==> config.mk <==
export PLATFORM = sky130hd
export DESIGN_NAME = ifetch
export DESIGN_NICKNAME = d
export VERILOG_FILES = /design/src/rtl/ifetch_pkg.sv /design/src/rtl/ifetch_inst_fifo.sv /design/src/rtl/ifetch.sv
export SDC_FILE = /design/constraint.sdc
export NUM_CORES = 1
export LEC_CHECK = 0
export BUFFER_PORTS_ARGS = -buffer_cell sky130_fd_sc_hd__clkbuf_2
export CAP_MARGIN = 10
export CORE_UTILIZATION = 35
export DETAILED_ROUTE_END_ITERATION = 10
export PLACE_DENSITY = 0.6
export SETUP_SLACK_MARGIN = 0.1
export SYNTH_ARGS = -nofsm -noshare
export SYNTH_HDL_FRONTEND = slang
export SYNTH_SLANG_ARGS = --single-unit
==> constraint.sdc <==
create_clock -name Clk -period 5.2 [get_ports Clk]
set_input_delay 0.52 -clock Clk [delete_from_list [all_inputs] [get_ports Clk]]
set_output_delay 0.52 -clock Clk [all_outputs]
set_load 0.1 [all_outputs]
==> src/rtl/ifetch_pkg.sv <==
// Shared definitions for the fetch front end: next-PC operation codes and
// fetch-unit FSM state encodings, plus small address helpers.
package ifetch_pkg;

    // Next-PC unit operation codes
    typedef enum logic [1:0] {
        NPC_PC4    = 2'd0,
        NPC_BRANCH = 2'd1,
        NPC_JAL    = 2'd2,
        NPC_JALR   = 2'd3
    } npc_op_e;

    // Fetch-unit FSM states
    typedef enum logic [1:0] {
        IFU_IDLE = 2'd0,
        IFU_REQ  = 2'd1,
        IFU_WAIT = 2'd2,
        IFU_DROP = 2'd3
    } ifu_state_e;

    localparam logic [31:0] IFU_PC_STEP   = 32'd4;
    localparam logic [31:0] IFU_WORD_MASK = 32'hFFFF_FFFC;

    // Force an address onto a word boundary
    function automatic logic [31:0] ifu_align(input logic [31:0] addr);
        return addr & IFU_WORD_MASK;
    endfunction

endpackage

==> src/rtl/ifetch_inst_fifo.sv <==
// Instruction buffer: power-of-two deep FIFO with synchronous flush.
// Flush has priority over push and pop issued in the same cycle.
module inst_fifo #(
    parameter int DEPTH = 2,
    parameter int WIDTH = 64,
    parameter int CW    = $clog2(DEPTH) + 1
) (
    input  logic             i_clk,
    input  logic             i_rst_n,
    input  logic             i_flush,
    input  logic             i_push,
    input  logic [WIDTH-1:0] i_wdata,
    input  logic             i_pop,
    output logic [WIDTH-1:0] o_rdata,
    output logic [CW-1:0]    o_count
);

    localparam int AW = $clog2(DEPTH);

    logic [WIDTH-1:0] r_mem [DEPTH];
    logic [AW-1:0]    r_rd_ptr;
    logic [AW-1:0]    r_wr_ptr;
    logic [CW-1:0]    r_count;
    logic             w_full;
    logic             w_empty;
    logic             w_push;
    logic             w_pop;

    assign w_full  = (r_count == CW'(DEPTH));
    assign w_empty = (r_count == {CW{1'b0}});
    assign w_pop   = i_pop && !w_empty;
    assign w_push  = i_push && (!w_full || w_pop);

    // Pointer and occupancy bookkeeping
    always_ff @(posedge i_clk) begin
        if (!i_rst_n) begin
            r_rd_ptr <= {AW{1'b0}};
            r_wr_ptr <= {AW{1'b0}};
            r_count  <= {CW{1'b0}};
        end else if (i_flush) begin
            r_rd_ptr <= {AW{1'b0}};
            r_wr_ptr <= {AW{1'b0}};
            r_count  <= {CW{1'b0}};
        end else begin
            if (w_push) begin
                r_wr_ptr <= r_wr_ptr + AW'(1);
            end
            if (w_pop) begin
                r_rd_ptr <= r_rd_ptr + AW'(1);
            end
            r_count <= r_count + {{(CW-1){1'b0}}, w_push} - {{(CW-1){1'b0}}, w_pop};
        end
    end

    // Storage write; contents are only observed through a valid head entry
    always_ff @(posedge i_clk) begin
        if (w_push && !i_flush) begin
            r_mem[r_wr_ptr] <= i_wdata;
        end
    end

    assign o_rdata = r_mem[r_rd_ptr];
    assign o_count = r_count;

endmodule

==> src/rtl/ifetch.sv <==
// Instruction fetch unit: issues one word request at a time, buffers
// returned words with their PC, and honours redirects by flushing the
// buffer and discarding any response already in flight.
module ifetch
    import ifetch_pkg::*;
#(
    parameter logic [31:0] RESET_PC   = 32'h0000_0000,
    parameter int          FIFO_DEPTH = 2
) (
    input  logic        Clk,
    input  logic        Rst_n,
    input  logic        Redirect,
    input  logic [31:0] Npc,
    output logic        ImemReq,
    output logic [31:0] ImemAddr,
    input  logic        ImemGnt,
    input  logic        ImemRvalid,
    input  logic [31:0] ImemRdata,
    output logic        InstValid,
    input  logic        InstReady,
    output logic [31:0] Inst,
    output logic [31:0] InstPc
);

    localparam int              CW      = $clog2(FIFO_DEPTH) + 1;
    localparam logic [CW-1:0]   DEPTH_C = CW'(FIFO_DEPTH);

    ifu_state_e     r_state;
    logic [31:0]    r_pc;
    logic [31:0]    r_req_pc;
    logic           r_imem_req;
    logic [CW-1:0]  w_count;
    logic [CW-1:0]  w_cnt_next;
    logic           w_room_next;
    logic           w_fire;
    logic           w_push;
    logic           w_pop;
    logic           w_valid;
    logic [63:0]    w_head;

    assign w_valid = (w_count != {CW{1'b0}});
    assign w_pop   = w_valid && InstReady;
    assign w_fire  = r_imem_req && ImemGnt;
    // A response arriving together with a redirect belongs to the old path
    assign w_push  = (r_state == IFU_WAIT) && ImemRvalid && !Redirect;

    // Buffer occupancy after this edge; drives the registered request flag
    always_comb begin
        w_cnt_next = w_count;
        if (Redirect) begin
            w_cnt_next = {CW{1'b0}};
        end else begin
            w_cnt_next = w_count + {{(CW-1){1'b0}}, w_push} - {{(CW-1){1'b0}}, w_pop};
        end
    end

    assign w_room_next = (w_cnt_next < DEPTH_C);

    // Fetch FSM, PC and registered request strobe
    always_ff @(posedge Clk) begin
        if (!Rst_n) begin
            r_state    <= IFU_IDLE;
            r_imem_req <= 1'b0;
            r_pc       <= RESET_PC;
            r_req_pc   <= 32'h0000_0000;
        end else begin
            case (r_state)
                IFU_IDLE: begin
                    r_state    <= IFU_REQ;
                    r_imem_req <= w_room_next;
                end
                IFU_REQ: begin
                    if (w_fire) begin
                        r_state    <= Redirect ? IFU_DROP : IFU_WAIT;
                        r_req_pc   <= r_pc;
                        r_imem_req <= 1'b0;
                    end else begin
                        r_state    <= IFU_REQ;
                        r_imem_req <= w_room_next;
                    end
                end
                IFU_WAIT: begin
                    if (ImemRvalid) begin
                        r_state    <= IFU_REQ;
                        r_imem_req <= w_room_next;
                    end else if (Redirect) begin
                        r_state    <= IFU_DROP;
                        r_imem_req <= 1'b0;
                    end else begin
                        r_state    <= IFU_WAIT;
                        r_imem_req <= 1'b0;
                    end
                end
                IFU_DROP: begin
                    if (ImemRvalid) begin
                        r_state    <= IFU_REQ;
                        r_imem_req <= w_room_next;
                    end else begin
                        r_state    <= IFU_DROP;
                        r_imem_req <= 1'b0;
                    end
                end
                default: begin
                    r_state    <= IFU_IDLE;
                    r_imem_req <= 1'b0;
                end
            endcase

            if (Redirect) begin
                r_pc <= ifu_align(Npc);
            end else if (w_fire) begin
                r_pc <= r_pc + IFU_PC_STEP;
            end else begin
                r_pc <= r_pc;
            end
        end
    end

    inst_fifo #(
        .DEPTH (FIFO_DEPTH),
        .WIDTH (64),
        .CW    (CW)
    ) u_inst_fifo (
        .i_clk   (Clk),
        .i_rst_n (Rst_n),
        .i_flush (Redirect),
        .i_push  (w_push),
        .i_wdata ({ImemRdata, r_req_pc}),
        .i_pop   (w_pop),
        .o_rdata (w_head),
        .o_count (w_count)
    );

    assign ImemReq   = r_imem_req;
    assign ImemAddr  = r_pc;
    assign InstValid = w_valid;
    assign Inst      = w_valid ? w_head[63:32] : 32'h0000_0000;
    assign InstPc    = w_valid ? w_head[31:0]  : 32'h0000_0000;

endmodule
Yosys cells after proc, flatten, opt, wreduce, memory -nomap -nowiden
Memories as Yosys holds them, arrays and structs flattened. A register that Yosys moved wholly into a read port is not among the register bits.
Cells that the tools add are included.
{"block": "word_totals", "ff_bits": 71, "mem_bits_rw": 128, "input_bits": 70, "wordCells": 57, "n_memories": 1}
{"memory": "u_inst_fifo.r_mem", "words": 2, "width": 64, "read_ports": 1, "rd_ports_with_merged_regs": 1, "write_ports": 1, "line_no": "ifetch_inst_fifo.sv:20", "text": "logic [WIDTH-1:0] r_mem [DEPTH];"}
{"block": "classes", "addsub": 7, "order_cmp": 1, "n_eq_ne": 4, "mux": 17, "bitwise_logic": 1, "n_reduce_logical": 18}
{"op": "32-bit two-way mux", "n": 4}
{"op": "32-bit by 3-bit adder with 32-bit output (second input constant)", "n": 1}
{"op": "2-bit two-way mux", "n": 4}
{"op": "2-bit one-hot mux with 4 select lines", "n": 1}
{"op": "1-bit logical AND", "n": 7}
{"op": "1-bit two-way mux", "n": 7}
{"op": "2-bit == test (second input constant)", "n": 3}
{"op": "2-bit by 1-bit adder with 2-bit output", "n": 2}
{"op": "2-bit logical NOT", "n": 2}
{"op": "2-bit nonzero test", "n": 2}
{"op": "2-bit OR reduction", "n": 2}
{"op": "2-bit by 1-bit subtractor with 2-bit output", "n": 2}
{"op": "1-bit logical NOT", "n": 3}
{"op": "1-bit one-hot mux with 3 select lines", "n": 1}
{"op": "1-bit adder (second input constant)", "n": 2}
{"op": "2-bit by 1-bit == test with 1-bit output (second input constant)", "n": 1}
{"op": "2-bit < comparator (second input constant)", "n": 1}
{"op": "2-bit AND reduction", "n": 1}
{"op": "1-bit logical OR", "n": 1}
{"op": "1-bit NOT", "n": 1}

Logic depth before layout (Yosys ltp)
{"block": "logic_depth", "word_depth": 9, "depth_mapped": 9, "ltp_nobuf": 9}

Hierarchy
From an unflattened synthesis, not the netlist that was laid out.
{"block": "unflattened", "hier_cells": 697, "hier_area_um2": 8394.3}
{"module": "inst_fifo", "n_inst": 1, "cells_each": 227, "area_per_inst_um2": 4874.7, "seq_area_each_um2": 3943.8}
{"module": "ifetch", "n_inst": 1, "cells_each": 470, "area_per_inst_um2": 3519.6, "seq_area_each_um2": 1261.2}

Least setup slack after synthesis
No wires, ideal clock.
{"block": "synth_path", "path_type": "input to register", "startpoint": "in Redirect", "endpoint": "mem u_inst_fifo.r_mem[0][10], enable pin", "setup_time_ns": 0.490, "arrival_time_ns": 3.958, "setup_slack_ns": 0.752, "path_stages": 4, "n_path_buf": 1, "path_cell_list": "clkbuf_1 > nand4bb_1 > a21oi_1 > nor2b_1"}
{"block": "synth_via", "elab_chain_len": 6}
{"element": "start: declaration", "line_no": "ifetch.sv:12", "text": "input logic Redirect,"}
{"element": "1-bit logical NOT", "line_no": "ifetch.sv:45", "text": "assign w_push = (r_state == IFU_WAIT) && ImemRvalid && !Redirect;"}
{"element": "1-bit logical AND", "line_no": "ifetch.sv:45"}
{"element": "1-bit logical AND", "line_no": "ifetch_inst_fifo.sv:32", "text": "assign w_push = i_push && (!w_full || w_pop);"}
{"element": "net u_inst_fifo.w_push", "line_no": "ifetch_inst_fifo.sv:26", "text": "logic w_push;"}
{"element": "1-bit logical AND", "line_no": "ifetch_inst_fifo.sv:57", "text": "if (w_push && !i_flush) begin"}
{"element": "1-bit two-way mux", "line_no": "ifetch_inst_fifo.sv:57"}
{"element": "1-bit two-way mux (not written as such)", "line_no": "ifetch_inst_fifo.sv:58", "text": "r_mem[r_wr_ptr] <= i_wdata;"}
{"element": "end: declaration", "line_no": "ifetch_inst_fifo.sv:20"}
The timed path passes the listed nets, and every way through them passes these cells.

==> results by stage <==
Run status:
- The run finished with clean final reports.

GRT:
- The via count of the first global-routing pass is about 5200.
- The maximum number of pins on one net before global-route repair is 63.
- The total overflow left after global routing is 0.
- The initial antenna violation count is 0.
- The global-route wire length before repair is 28250 um.
- Across every metal layer, demand over resource in global routing totals 0.1634.

STA:
- The fmax is roughly 0.33 GHz.
- Setup repair after global routing left no endpoint under its margin.
- The worst slew margin relative to its limit is 0.2905.
- The post-route fraction of the period consumed by the critical path is 0.5890.
- For the pin with the worst max-slew slack, the measured transition is 1054 ps.
- The routed design could run at a clock period as short as between 3000 and 4000 ps.
- The largest clock skew in the final design is 12.89 ps.
- The final hold violation count is 0.
- Adding up every negative setup slack in the final design gives 0 ps.
- Setup violations remaining at the end of the flow were counted as 0.
- The count of final max-slew check failures is 0.

Setup path:
- Of all nets on the critical path, the largest fanout is 36.
- Data arrives at the worst endpoint at 2540 ps.
- The data required time at the worst endpoint is around 4700 ps.
- The worst setup path is of the reg -> out kind.
- The nature of the critical path endpoint is a primary output.
- The signal on the critical path passes through buf_4 -> mux2i_1 -> nor2_1 -> clkbuf_2.
- STA classifies the critical path startpoint as a register.
- On the worst path, the slowest cell contributes a delay of 830 ps.
- The largest individual stage delay along the critical path comes from the cell sky130_fd_sc_hd__dfxtp_4.

Hold path:
- The path class of the tightest hold or removal check is in -> reg.

Pwr:
- IR analysis of the VDD net gives a maximum drop of 194.7 uV.
- Summed over all cells, the static leakage comes to roughly 3.3 nW.
- The power per cell area is 344.7 nW/um2.

Routing:
- The routed length per placed instance is 16.77 um.
- The detailed router finished its first iteration with 346 violations.
- In this run the remaining antenna-violating nets after routing total 0.
- In the routed design, unresolved DRC markers number 0.
- The detailed-route vias per instance is 5.010.
- The total iterations of the first detailed-routing run is 5.
- The aggregate routed wire length is 18480 um.
- Summing over every cut layer, the via total after detailed routing is 5521.

Synthesis:
- The share of the yosys chip area belonging to registers is 0.6488.
- The mux share of post-synthesis cell area is 0.08046.
- The number of enable-type register cells in the synthesized netlist is 124.
- In this run, distinct cell masters in the synthesized netlist total 46.
- The synthesized area is just under 8000 um2.
- Of the total synthesized cell area, the portion taken by XOR and XNOR cells is 0.01788.
- The number of warning messages in the yosys log is 0.
- The dominant register cell in the synthesized netlist is sky130_fd_sc_hd__edfxtp_1.
- Of the total synthesized cell area, the portion taken by AND, OR, NAND and NOR gates is 0.1430.
- Of the total synthesized cell area, the portion taken by full adders, half adders and majority gates is 0.006386.
- The post-synthesis area per instance is roughly 12 um2.
- The synthesized design contains 192 register bits.
- For this run, asynchronously set or reset flops after synthesis account for 0.
- The fraction of the mapped netlist area in compound gates is 0.07439.
- By area, the combinational part of the netlist is dominated by simple AND/OR/NAND/NOR gates.
- In the synthesized netlist, the number of instances is 663.

Final layout:
- Of the cells placed in the final design, the portion with a size suffix greater than 1 is 0.2543.
- The final cell count without fillers is 1102.
- The area growth from synthesis to final layout is 21.62%.
- 0 antenna diodes ended up in the layout.
- The number of nets at the end of the flow is about 900.

Clocking:
- The number of clock buffers inserted by TritonCTS is 17.
- The clock tree synthesis step divided the H-tree into 4 levels.
- The number of clock sinks seen by CTS is 192.
- The number of buffers inserted by post-CTS setup repair is 0.
- After clock tree synthesis, the repair step resized 0 gates.
- The CTS tree is yes.
- The cell sitting at the root of the clock tree is a sky130_fd_sc_hd__clkbuf_16.
- Hold repair after CTS inserted 0 buffers.
- For the worst-skew pair, the clock arrives at the later sink with an insertion delay of 420 ps.
- The maximum root-to-sink buffer count is 2.
- The clock-pin slew reported for the worst setup and hold paths after clock tree synthesis is 70 ps.

Floorplanning:
- The horizontal die dimension is 151.6 um.
- The count of standard-cell rows is 54.
- The initial cell density of the core is 0.3580.
- The die covers around 23000 um2.
- In this run the count of I/O pins placed on the die edge is 168.
- The placeable core region is 21890 um2.
- The die span in y is 151.6 um.

Placement:
- The half-perimeter wire length after placement is 12160 um.
- The congestion estimate from routability-driven global placement came to about 0.76.
- The number of I/O port buffers is 161.
- Counting tap cells, the placed design contains a total of 1070 instances.

Run:
- The tool flagged a number of max-cap violations equal to 0.
[per-stage QoR]
stage          hold WS, ps  worst slack [ps]  utilization  instance area [um2]  total power [mW]
2_1_floorplan        425.4             752.3            -                 7849             1.917
3_3_place_gp         430.6              2242       0.4070                 8910             1.989
3_5_place_dp         437.7              2200       0.4070                 8910             1.992
4_1_cts              267.7              2076       0.4354                 9532             3.318
5_1_grt              270.5              1951       0.4354                 9532             3.395
6_report             287.4              2137       0.4354                 9532             3.286
[metal layers]
layer	global-route usage	vias up	wire, um
met5	0	-	0
met4	0.04703	0	128
met3	0.03713	11	1209
met2	0.2709	178	8823
met1	0.2127	2618	8320
li1	-	2714	-
[worst max-delay path: cells and delay by family, from the launching register on]
kind / cells / cell delay, ps
muxes: 1 / 140
buffers and inverters: 2 / 1010
and+or+nand+nor: 1 / 130
DFF: 1 / 830
[layout by cell type, fill, tap and decap left out, types with 5 or more instances in the layout]
master,instances
sky130_fd_sc_hd__a31oi_1,9
sky130_fd_sc_hd__inv_6,5
sky130_fd_sc_hd__a311oi_1,5
sky130_fd_sc_hd__nor3_1,9
sky130_fd_sc_hd__or3_1,6
sky130_fd_sc_hd__inv_1,9
sky130_fd_sc_hd__clkbuf_16,20
sky130_fd_sc_hd__nand4_1,11
sky130_fd_sc_hd__dfxtp_1,67
sky130_fd_sc_hd__mux2i_1,63
sky130_fd_sc_hd__clkbuf_2,161
sky130_fd_sc_hd__nor2_1,79
sky130_fd_sc_hd__nand3_1,13
sky130_fd_sc_hd__and4_1,5
sky130_fd_sc_hd__nor4_1,7
sky130_fd_sc_hd__or4_1,9
sky130_fd_sc_hd__edfxtp_1,124
sky130_fd_sc_hd__buf_4,6
sky130_fd_sc_hd__a211oi_1,7
sky130_fd_sc_hd__xnor2_1,11
sky130_fd_sc_hd__a21oi_1,40
sky130_fd_sc_hd__nand2_1,70
sky130_fd_sc_hd__o21ai_0,26
sky130_fd_sc_hd__xor2_1,5
[flip-flops by register name (all words and copies together) (netlist names), named ones only]
signal                cells
u_inst_fifo.r_rd_ptr      1
u_inst_fifo.r_mem       124
r_req_pc                 30
ImemReq                   1
ImemAddr                 30
r_state                   2
u_inst_fifo.o_count       2
u_inst_fifo.r_wr_ptr      1
[report_power, final]
group	switching, mW	internal (mW)
Sequential	0.0378	1.64
Clock	0.578	0.751
Combinational	0.223	0.0571
[cell families after synthesis]
logic type | count (synthesis)
buffers and inverters | 54
XOR/XNOR | 16
multiplexers | 63
AND/OR/NAND/NOR | 234
AO/OA/AOI/OAI | 99
other | 1
flip-flops | 192
adder cells (fa/ha/maj) | 4
[cell type report]
cell class	count	area (um2)
fillers	2147	12360
repair buffers	168	870.8
multi-input cells	420	2562
well taps	280	350.3
flip-flops and latches	192	5089
clock buffers	23	541.8
inverters	10	37.54
clock inverters	9	80.08
[cells in the mapped netlist (3+ instances only)]
cell type	n	area share
sky130_fd_sc_hd__o31ai_1	4	0.0038
sky130_fd_sc_hd__nand3_1	13	0.0083
sky130_fd_sc_hd__mux2i_1	63	0.080
sky130_fd_sc_hd__edfxtp_1	124	0.48
sky130_fd_sc_hd__a21oi_1	40	0.026
sky130_fd_sc_hd__a211oi_1	7	0.0067
sky130_fd_sc_hd__clkbuf_1	29	0.014
sky130_fd_sc_hd__nor3b_1	3	0.0029
sky130_fd_sc_hd__buf_4	4	0.0038
sky130_fd_sc_hd__ha_1	4	0.0064
sky130_fd_sc_hd__dfxtp_1	68	0.17
sky130_fd_sc_hd__o21ai_0	26	0.017
sky130_fd_sc_hd__and3_1	4	0.0032
sky130_fd_sc_hd__a311oi_1	5	0.0056
sky130_fd_sc_hd__or4_1	9	0.0086
sky130_fd_sc_hd__nor2b_1	3	0.0024
sky130_fd_sc_hd__xnor2_1	11	0.012
sky130_fd_sc_hd__nor2_1	80	0.038
sky130_fd_sc_hd__xor2_1	5	0.0056
sky130_fd_sc_hd__or3_1	6	0.0048
sky130_fd_sc_hd__nor4_1	7	0.0056
sky130_fd_sc_hd__nor3_1	9	0.0057
sky130_fd_sc_hd__buf_1	6	0.0029
sky130_fd_sc_hd__buf_2	3	0.0019
sky130_fd_sc_hd__and4_1	5	0.0056
sky130_fd_sc_hd__nand4_1	11	0.0088
sky130_fd_sc_hd__o211ai_1	4	0.0038
sky130_fd_sc_hd__nand2_1	70	0.034
sky130_fd_sc_hd__and2_1	5	0.0040
sky130_fd_sc_hd__a31oi_1	9	0.0072
sky130_fd_sc_hd__inv_1	9	0.0043
[path summary, 6_finish.rpt]
| kind | from | end | slack, ps | cells past startpoint |
|---|---|---|---|---|
| setup reg to reg | ImemAddr[2] | ImemAddr[22] | 2770 | 5 |
| hold reg to reg | r_req_pc[3] | u_inst_fifo.r_mem[1][3] | 450 | 0 |
| setup / recovery | register | Inst[22] | 2140 | 4 |
| hold / removal | ImemRdata[21] | u_inst_fifo.r_mem[1][53] | 290 | 1 |
Power figures use the tool's default switching activity.
